**src/rtl/mem_port_arbiter_pkg.sv**
```systemverilog
// rtl/mem_port_arbiter_pkg.sv - shared types for the two-port memory arbiter
package mem_arb_pkg;

  typedef enum logic [2:0] {
    IDLE      = 3'd0,
    ISSUE     = 3'd1,
    WAIT_BUSY = 3'd2,
    WAIT_DONE = 3'd3,
    DONE      = 3'd4
  } arb_state_t;

  localparam logic OP_RD = 1'b0;
  localparam logic OP_WR = 1'b1;

  // Write wins when a port raises both rd and wr.
  function automatic logic pick_op(input logic wr);
    return wr ? OP_WR : OP_RD;
  endfunction

endpackage

```
**src/rtl/mem_port_arbiter_if.sv**
```systemverilog
// rtl/mem_port_arbiter_if.sv - cache-side and memory-side signals of the arbiter
interface mem_port_arbiter_if #(
  parameter int AWIDTH     = 9,
  parameter int DWIDTH_CPU = 32
) ();

  logic                  req_rd0, req_rd1;
  logic                  req_wr0, req_wr1;
  logic [AWIDTH-1:0]     req_addr0, req_addr1;
  logic [DWIDTH_CPU-1:0] req_wdata0, req_wdata1;
  logic                  done0, done1;
  logic [DWIDTH_CPU-1:0] rdata0, rdata1;
  logic                  err0, err1;
  logic [AWIDTH-1:0]     addr_mem;
  logic                  rd_mem, wr_mem;
  logic [DWIDTH_CPU-1:0] wdata_mem;
  logic [DWIDTH_CPU-1:0] rdata_mem;
  logic                  ready_mem;
  logic                  busy;
  logic                  grant;

  modport master (
    input  req_rd0, req_rd1, req_wr0, req_wr1,
    input  req_addr0, req_addr1, req_wdata0, req_wdata1,
    input  rdata_mem, ready_mem,
    output done0, done1, rdata0, rdata1, err0, err1,
    output addr_mem, rd_mem, wr_mem, wdata_mem, busy, grant
  );

  modport slave (
    output req_rd0, req_rd1, req_wr0, req_wr1,
    output req_addr0, req_addr1, req_wdata0, req_wdata1,
    output rdata_mem, ready_mem,
    input  done0, done1, rdata0, rdata1, err0, err1,
    input  addr_mem, rd_mem, wr_mem, wdata_mem, busy, grant
  );

endinterface

```
**src/rtl/mem_port_arbiter_rr_pick2.sv**
```systemverilog
// rtl/mem_port_arbiter_rr_pick2.sv - two-way round-robin chooser
module rr_pick2 (
  input  logic [1:0] req,
  input  logic       last,
  output logic       valid,
  output logic       pick
);

  always_comb begin
    valid = |req;
    pick  = (req == 2'b11) ? ~last : req[1];
  end

endmodule

```
**src/rtl/mem_port_arbiter.sv**
```systemverilog
// rtl/mem_port_arbiter.sv - shares one memory port between two cache controllers
// Round-robin, one transaction at a time, with a hung-memory timeout.
module mem_port_arbiter #(
  parameter int AWIDTH     = 9,
  parameter int DWIDTH_CPU = 32,
  parameter int TOWIDTH    = 8
) (
  input  logic               clock,
  input  logic               reset,
  mem_port_arbiter_if.master bus
);
  import mem_arb_pkg::*;

  // Leaving a wait state at this count lands the counter on 2**TOWIDTH-1.
  localparam logic [TOWIDTH-1:0] TO_LAST = {{(TOWIDTH-1){1'b1}}, 1'b0};
  localparam logic [TOWIDTH-1:0] ZW_LAST = TOWIDTH'(1);

  arb_state_t            state_q, state_d;
  logic [TOWIDTH-1:0]    cnt_q, cnt_d;
  logic                  last_grant_q;
  logic                  grant_q;
  logic                  op_q;
  logic [AWIDTH-1:0]     addr_mem_q;
  logic [DWIDTH_CPU-1:0] wdata_mem_q;
  logic                  rd_mem_q, wr_mem_q;
  logic                  done0_q, done1_q, err0_q, err1_q;
  logic [DWIDTH_CPU-1:0] rdata0_q, rdata1_q;
  logic                  busy_q;

  logic                  pick_valid, pick;
  logic                  sel_op;
  logic [AWIDTH-1:0]     sel_addr;
  logic [DWIDTH_CPU-1:0] sel_wdata;
  logic                  launch, finish_ok, finish_to;

  rr_pick2 u_pick (
    .req   ({bus.req_rd1 | bus.req_wr1, bus.req_rd0 | bus.req_wr0}),
    .last  (last_grant_q),
    .valid (pick_valid),
    .pick  (pick)
  );

  always_comb begin
    sel_op    = pick_op(pick ? bus.req_wr1 : bus.req_wr0);
    sel_addr  = pick ? bus.req_addr1 : bus.req_addr0;
    sel_wdata = pick ? bus.req_wdata1 : bus.req_wdata0;
  end

  always_comb begin
    state_d   = state_q;
    cnt_d     = cnt_q;
    launch    = 1'b0;
    finish_ok = 1'b0;
    finish_to = 1'b0;
    case (state_q)
      IDLE: begin
        if (bus.ready_mem && pick_valid) begin
          launch  = 1'b1;
          state_d = ISSUE;
        end
      end
      ISSUE: begin
        cnt_d   = '0;
        state_d = WAIT_BUSY;
      end
      WAIT_BUSY: begin
        cnt_d = cnt_q + 1'b1;
        if (!bus.ready_mem) begin
          state_d = WAIT_DONE;
        end else if (cnt_q == ZW_LAST) begin
          // Memory never went busy: treat it as a zero-wait completion.
          finish_ok = 1'b1;
          state_d   = DONE;
        end
      end
      WAIT_DONE: begin
        cnt_d = cnt_q + 1'b1;
        if (bus.ready_mem) begin
          finish_ok = 1'b1;
          state_d   = DONE;
        end else if (cnt_q == TO_LAST) begin
          finish_to = 1'b1;
          state_d   = DONE;
        end
      end
      DONE:    state_d = IDLE;
      default: state_d = IDLE;
    endcase
  end

  always_ff @(posedge clock) begin
    if (reset) begin
      state_q      <= IDLE;
      cnt_q        <= '0;
      last_grant_q <= 1'b1;
      grant_q      <= 1'b0;
      op_q         <= OP_RD;
      addr_mem_q   <= '0;
      wdata_mem_q  <= '0;
      rd_mem_q     <= 1'b0;
      wr_mem_q     <= 1'b0;
      done0_q      <= 1'b0;
      done1_q      <= 1'b0;
      err0_q       <= 1'b0;
      err1_q       <= 1'b0;
      rdata0_q     <= '0;
      rdata1_q     <= '0;
      busy_q       <= 1'b0;
    end else begin
      state_q  <= state_d;
      cnt_q    <= cnt_d;
      busy_q   <= (state_d != IDLE);
      rd_mem_q <= launch && (sel_op == OP_RD);
      wr_mem_q <= launch && (sel_op == OP_WR);
      done0_q  <= (finish_ok || finish_to) && !grant_q;
      done1_q  <= (finish_ok || finish_to) && grant_q;
      err0_q   <= finish_to && !grant_q;
      err1_q   <= finish_to && grant_q;
      if (launch) begin
        grant_q     <= pick;
        op_q        <= sel_op;
        addr_mem_q  <= sel_addr;
        wdata_mem_q <= sel_wdata;
      end
      if (finish_ok && (op_q == OP_RD)) begin
        if (grant_q) rdata1_q <= bus.rdata_mem;
        else         rdata0_q <= bus.rdata_mem;
      end
      if (state_q == DONE) last_grant_q <= grant_q;
    end
  end

  assign bus.done0     = done0_q;
  assign bus.done1     = done1_q;
  assign bus.err0      = err0_q;
  assign bus.err1      = err1_q;
  assign bus.rdata0    = rdata0_q;
  assign bus.rdata1    = rdata1_q;
  assign bus.addr_mem  = addr_mem_q;
  assign bus.rd_mem    = rd_mem_q;
  assign bus.wr_mem    = wr_mem_q;
  assign bus.wdata_mem = wdata_mem_q;
  assign bus.busy      = busy_q;
  assign bus.grant     = grant_q;

endmodule

```
**src/flat_wrapper.sv**
```systemverilog
// flat-port wrapper written by rule: the top's interface ports become plain ports
module mem_port_arbiter_flat import mem_arb_pkg::*;
#(
  parameter int AWIDTH     = 9,
  parameter int DWIDTH_CPU = 32,
  parameter int TOWIDTH    = 8
)
  (clock, reset, bus_req_rd0, bus_req_rd1, bus_req_wr0, bus_req_wr1, bus_req_addr0, bus_req_addr1, bus_req_wdata0, bus_req_wdata1, bus_rdata_mem, bus_ready_mem, bus_done0, bus_done1, bus_rdata0, bus_rdata1, bus_err0, bus_err1, bus_addr_mem, bus_rd_mem, bus_wr_mem, bus_wdata_mem, bus_busy, bus_grant);
  mem_port_arbiter_if #(.AWIDTH(AWIDTH), .DWIDTH_CPU(DWIDTH_CPU)) bus_i ();
  input  logic clock;
  input  logic reset;
  input wire logic [$bits(bus_i.req_rd0)-1:0] bus_req_rd0;
  input wire logic [$bits(bus_i.req_rd1)-1:0] bus_req_rd1;
  input wire logic [$bits(bus_i.req_wr0)-1:0] bus_req_wr0;
  input wire logic [$bits(bus_i.req_wr1)-1:0] bus_req_wr1;
  input wire logic [$bits(bus_i.req_addr0)-1:0] bus_req_addr0;
  input wire logic [$bits(bus_i.req_addr1)-1:0] bus_req_addr1;
  input wire logic [$bits(bus_i.req_wdata0)-1:0] bus_req_wdata0;
  input wire logic [$bits(bus_i.req_wdata1)-1:0] bus_req_wdata1;
  input wire logic [$bits(bus_i.rdata_mem)-1:0] bus_rdata_mem;
  input wire logic [$bits(bus_i.ready_mem)-1:0] bus_ready_mem;
  output wire logic [$bits(bus_i.done0)-1:0] bus_done0;
  output wire logic [$bits(bus_i.done1)-1:0] bus_done1;
  output wire logic [$bits(bus_i.rdata0)-1:0] bus_rdata0;
  output wire logic [$bits(bus_i.rdata1)-1:0] bus_rdata1;
  output wire logic [$bits(bus_i.err0)-1:0] bus_err0;
  output wire logic [$bits(bus_i.err1)-1:0] bus_err1;
  output wire logic [$bits(bus_i.addr_mem)-1:0] bus_addr_mem;
  output wire logic [$bits(bus_i.rd_mem)-1:0] bus_rd_mem;
  output wire logic [$bits(bus_i.wr_mem)-1:0] bus_wr_mem;
  output wire logic [$bits(bus_i.wdata_mem)-1:0] bus_wdata_mem;
  output wire logic [$bits(bus_i.busy)-1:0] bus_busy;
  output wire logic [$bits(bus_i.grant)-1:0] bus_grant;
  assign bus_i.req_rd0 = bus_req_rd0;
  assign bus_i.req_rd1 = bus_req_rd1;
  assign bus_i.req_wr0 = bus_req_wr0;
  assign bus_i.req_wr1 = bus_req_wr1;
  assign bus_i.req_addr0 = bus_req_addr0;
  assign bus_i.req_addr1 = bus_req_addr1;
  assign bus_i.req_wdata0 = bus_req_wdata0;
  assign bus_i.req_wdata1 = bus_req_wdata1;
  assign bus_i.rdata_mem = bus_rdata_mem;
  assign bus_i.ready_mem = bus_ready_mem;
  assign bus_done0 = bus_i.done0;
  assign bus_done1 = bus_i.done1;
  assign bus_rdata0 = bus_i.rdata0;
  assign bus_rdata1 = bus_i.rdata1;
  assign bus_err0 = bus_i.err0;
  assign bus_err1 = bus_i.err1;
  assign bus_addr_mem = bus_i.addr_mem;
  assign bus_rd_mem = bus_i.rd_mem;
  assign bus_wr_mem = bus_i.wr_mem;
  assign bus_wdata_mem = bus_i.wdata_mem;
  assign bus_busy = bus_i.busy;
  assign bus_grant = bus_i.grant;
  mem_port_arbiter #(.AWIDTH(AWIDTH), .DWIDTH_CPU(DWIDTH_CPU), .TOWIDTH(TOWIDTH)) u_core (.clock(clock), .reset(reset), .bus(bus_i));
endmodule
```
**config.mk**
```make
export PLATFORM = sky130hd
export DESIGN_NAME = mem_port_arbiter_flat
export DESIGN_NICKNAME = d
export VERILOG_FILES = /design/src/rtl/mem_port_arbiter_pkg.sv /design/src/rtl/mem_port_arbiter_if.sv /design/src/rtl/mem_port_arbiter_rr_pick2.sv /design/src/rtl/mem_port_arbiter.sv /design/src/flat_wrapper.sv
export SDC_FILE = /design/constraint.sdc
export NUM_CORES = 1
export LEC_CHECK = 0
export ABC_AREA = 1
export CAP_MARGIN = 20
export CORE_ASPECT_RATIO = 1.5
export CORE_MARGIN = 1
export CORE_UTILIZATION = 40
export CTS_CLUSTER_DIAMETER = 50
export DETAILED_ROUTE_END_ITERATION = 12
export PLACE_DENSITY = 0.76
export SLEW_MARGIN = 5
export SYNTH_ARGS = -nofsm -noshare
export SYNTH_HDL_FRONTEND = slang
export SYNTH_SLANG_ARGS = --single-unit
```
**constraint.sdc**
```tcl
create_clock -name clock -period 2.6 [get_ports clock]
set_input_delay 0.52 -clock clock [delete_from_list [all_inputs] [get_ports clock]]
set_output_delay 0.52 -clock clock [all_outputs]
set_load 0.03 [all_outputs]
```
* Word-level counts from Yosys, hierarchy flattened
Index checks and enable logic that the tools add are counted.
** Word-level totals
- Register bits after elaboration :: 126
- Bits of input ports :: 121
- Output and inout bits :: 113
- Word-level logic and storage cells :: 68
** Cells by class
- Add/subtract/negate cells :: 1
- Eq/ne operators :: 7
- Muxes and demuxes :: 21
- Bitwise gates (word level) :: 6
- Reduce and logical (&&, ||, !) cells :: 17
** Operators by type and width (number)
- 32-bit two-way mux :: 1
- 8-bit case mux with 2 select lines :: 1
- 3-bit two-way mux :: 5
- 3-bit case mux with 4 select lines :: 1
- 1-bit two-way mux :: 11
- 9-bit two-way mux :: 1
- 8-bit by 1-bit adder with 8-bit output (second input constant) :: 1
- 8-bit by 1-bit == test with 1-bit output (second input constant) :: 1
- 8-bit == test (second input constant) :: 1
- 1-bit logical AND :: 8
- 3-bit by 2-bit == test with 1-bit output (second input constant) :: 2
- 1-bit inverter :: 4
- 2-bit AND reduction :: 2
- 2-bit OR reduction :: 2
- 3-bit by 1-bit == test with 1-bit output (second input constant) :: 1
- 3-bit == test (second input constant) :: 1
- 3-bit zero test :: 1
- 3-bit nonzero test :: 1
- 2-bit == test (second input constant) :: 1
- 1-bit OR :: 2
- 1-bit case mux with 2 select lines :: 1
- 2-bit nonzero test :: 1
- 1-bit zero test :: 1
- 1-bit logical OR :: 1

* Logic depth before layout (Yosys ltp)
- Word-level depth :: 7
- Mapped depth :: 11
- Mapped depth without buffers :: 10

* Cells and area by module
Synthesis repeated with hierarchy kept, for this count alone.
** Second synthesis, totals
- Cells, all modules :: 816
- Area total of the unflattened synthesis :: 5501.5 µm²
** By module, submodules not included
- mem_port_arbiter :: instances 1, cells each 813, area an instance 5486.5 µm²
- rr_pick2 :: instances 1, cells each 3, area an instance 15.0 µm²

* Least setup slack after synthesis
Ideal clock, no wire load.
- Kind :: input -> register
- From :: input port bus_req_wr0
- To :: register u_core.addr_mem_q[0], in the netlist u_core.bus.addr_mem[0]
- Setup time :: 115 ps
- Arrival :: 1394 ps
- Required time :: 2485 ps
- Setup slack :: 1092 ps
- Stages on the path :: 8
- Buffers on the path :: 2
- Path through :: nor2_1 > nand2_1 > nand4_1 > inv_2 > buf_4 > buf_2 > o21ai_1 > nor2_1
** Between the ends
- Cells in the longest elaborated chain, start to end :: 5
** Ends and longest elaborated chain
- start, declared :: RTL line flat_wrapper.sv:14 : input wire logic [$bits(bus_i.req_wr0)-1:0] bus_req_wr0;
- 1-bit OR * :: RTL line mem_port_arbiter.sv:37 : .req ({bus.req_rd1 | bus.req_wr1, bus.req_rd0 | bus.req_wr0}),
- 2-bit OR reduction :: RTL line mem_port_arbiter_rr_pick2.sv:10 : valid = |req;
- 1-bit logical AND :: RTL line mem_port_arbiter.sv:57 : if (bus.ready_mem && pick_valid) begin
- 1-bit two-way mux :: RTL line mem_port_arbiter.sv:57
- 1-bit two-way mux :: RTL line mem_port_arbiter.sv:55 : case (state_q)
- end signal, assigned :: RTL line mem_port_arbiter.sv:122 : addr_mem_q <= sel_addr;
- end, declared :: RTL line mem_port_arbiter.sv:23 : logic [AWIDTH-1:0] addr_mem_q;
Mark *: on every way between the ends. The rest lies on a longest branch, timed or not.
A chain may end at the register's enable or synchronous reset.

* Worst setup path in the final report
- From :: register u_core.grant_q, in the netlist u_core.bus.grant
- To :: output port bus_grant
** RTL lines
- start, declared :: RTL line mem_port_arbiter.sv:21 : logic grant_q;
- start signal, assigned :: RTL line mem_port_arbiter.sv:120 : grant_q <= pick;
- end, declared :: RTL line flat_wrapper.sv:33 : output wire logic [$bits(bus_i.grant)-1:0] bus_grant;
No word-level cell between the ends.

==> results by group <==
Outcome
  – Status: completed

Synthesis
  – Synth Area per Inst: around 6.7 µm²
  – Cell variety after synth: 28
  – Synthesis Warnings: 0
  – Mapped Cells: a little over 800
  – Sequential area share after synthesis: 46.1%
  – Register bit total from synthesis: between 100 and 150
  – Synthesized area: around 0.0055 mm²
  – Syn nets: 941

Detailed routing
  – TritonRoute pass-1 iters: 4
  – Detailed Route Iter0 Violations: 117
  – Routed WL: 14.6 mm
  – Post-route ant nets: 0
  – Vias: 5577
  – DR vias/cell: 4.59
  – DRC: 0
  – Avg WL per Cell: 12.1 µm

Global routing
  – Initial antenna violation count: 0
  – Gr ovfl total: 0
  – Pin count of the biggest net entering global routing: between 60 and 70
  – All-Layer GR Usage: approximately a fifth
  – Vias in the first global route: between 5000 and 6000
  – First-pass GRT wire length: 24.4 mm

Place
  – DP Wirelength: between 10 and 15 mm
  – Port Buffers: 233
  – Place WS: 0.387 ns
  – Placer congestion estimate: approximately 0.85

Worst setup path
  – CP max-delay cell: clkdlybuf4s50_1
  – Nature of the critical path startpoint: flip-flop
  – Critical path required time: 2.08 ns
  – Worst r2r path cells: 10
  – Worst reg-to-reg setup slack: between 0.9 and 1 ns
  – Crit path kind: reg -> out
  – Delay-heaviest family, CP: buffers and inverters
  – Crit end category: output port
  – Crit path DAT: 1.57 ns
  – Cell count along the critical path: 1
  – Critical Path Max Stage Delay: 0.74 ns
  – Worst path bufs/invs: 1
  – Worst-path maximum fanout: 4
  – CP Cell Sequence: clkdlybuf4s50_1

Cells and area
  – Layout Nets: 1163
  – Ant. Diodes: 0
  – Most frequent cells in the layout: nand2_1 (240), clkdlybuf4s50_1 (233), nor2_1 (183)
  – Area grow syn2layout: 56.7%
  – Core Util, Final: 63.9%
  – Commonest non-fill, non-tap cell in the layout: nand2_1
  – Share of layout cells above drive strength 1: 5.70%
  – Fillers: 1208

Clock tree
  – CTS tree: yes
  – Clock root buffer: clkbuf_16
  – Post-cts resize count: 0
  – Postcts setup bufs: 0
  – H-tree Lvls: 4
  – CTS Buf Count: 17
  – # hold bufs at CTS: 0
  – Num Clock Sinks: around 130
  – Clock transition at path regs: around 0.050 ns
  – Worst-Skew Late Latency: 0.41 ns
  – Clock tree buffer depth: 2

Timing
  – Worst Tran Pin Value: 0.437 ns
  – Final critical-path share of the clock period: 80.5%
  – RSZ-0062 raised after global routing: false
  – Final hold slack: 0.466 ns
  – Final setup viols: 0
  – Final setup margin: a little over 0.5 ns
  – Worst Skew: 0.00897 ns
  – Slew Viols, Final: 0
  – Final setup TNS: 0 ns
  – Max Freq: 478 MHz
  – Relative slew slack: 70.9%
  – Fin. Hold Viols: 0
  – Min Tclk post-route: 2.09 ns

Hold path
  – Worst Hold Path Cells: 2
  – Hold Crit Class: reg -> reg

Power and ir drop
  – Worst vdd ir: 421 µV
  – Tot Pwr: just under 6 mW
  – Power per cell area: 692 mW/mm²
  – Leakage power: 3.86 nW

Die
  – Die height: 145 µm
  – Chip width: 97.5 µm
  – Starting Density: 40.8%
  – Die area: 0.0142 mm²
  – Rows: 52
  – Number of I/O pins: 234
  – Core area: 0.0134 mm²

Flow run
  – Max Cap Viol: 0
registers in the layout (all words and copies together) (netlist names), 3 cells and up:
register,count
u_core.state_q,3
u_core.cnt_q,8
u_core.bus.rdata0,32
u_core.bus.wdata_mem,32
u_core.bus.addr_mem,9
u_core.bus.rdata1,32
through the flow:
stage / instance area (µm²) / cells
2_1_floorplan: 5470 / 817
3_3_place_gp: 7920 / 1182
3_5_place_dp: 7920 / 1182
4_1_cts: 8570 / 1214
5_1_grt: 8570 / 1214
6_report: 8570 / 1214
where the power goes:
part / switching [mW] / leakage [nW] / internal [mW] / total, mW
logic: 0.674 / 2.51 / 0.543 / 1.22
registers: 0.0777 / 1.03 / 2.07 / 2.15
clock network: 0.916 / 0.316 / 1.65 / 2.56
cells in the mapped netlist:
cell,number,area [µm²]
o22ai_2,1,12.5
inv_1,85,319
nand2_4,1,11.3
buf_2,16,80.1
inv_2,6,22.5
a211oi_1,1,7.51
nor2_1,183,687
a21oi_1,50,250
a311oi_1,1,8.76
clkbuf_1,15,56.3
and3_1,2,12.5
nand4_1,3,18.8
nand4_4,2,42.5
nand3_1,11,55.1
buf_6,6,67.6
nand2_1,240,901
nor2_2,2,12.5
o21ai_0,17,85.1
nand2_2,1,6.26
nor3_1,3,15.0
o21a_1,1,7.51
a221oi_1,1,8.76
or2_2,1,6.26
o21ai_1,32,160
ha_1,3,37.5
o311ai_0,1,8.76
dfxtp_1,126,2520
buf_4,6,45.0
worst paths after layout:
check | to | startpoint
setup reg to reg | u_core.bus.rdata1[17] | u_core.state_q[1]
hold reg to reg | u_core.op_q | u_core.op_q
hold / removal | u_core.op_q | u_core.op_q
setup / recovery | bus_grant | u_core.bus.grant
layer usage:
metal	share of wire, %	global-route usage (%)
met5	0	0
met4	2.2	8.75
met3	6.3	6.65
met2	50	36.7
met1	42	24.3
layout make-up:
type	count	area (µm²)	area share, %
flip-flops and latches	126	2520	29.4
clock inverters	14	208	2.42
clock buffers	18	439	5.12
well taps	162	203	2.37
repair buffers	246	2490	29.1
multi-input cells	557	2360	27.6
inverters	91	343	4.00
kinds of logic after synthesis:
logic type      share of synthesized area [%]
simple gates                             32.3
buf+inv                                  10.8
flops                                    46.1
compound gates                           10.0
fa+ha+maj                               0.687
(Power assumes the default switching activity.)
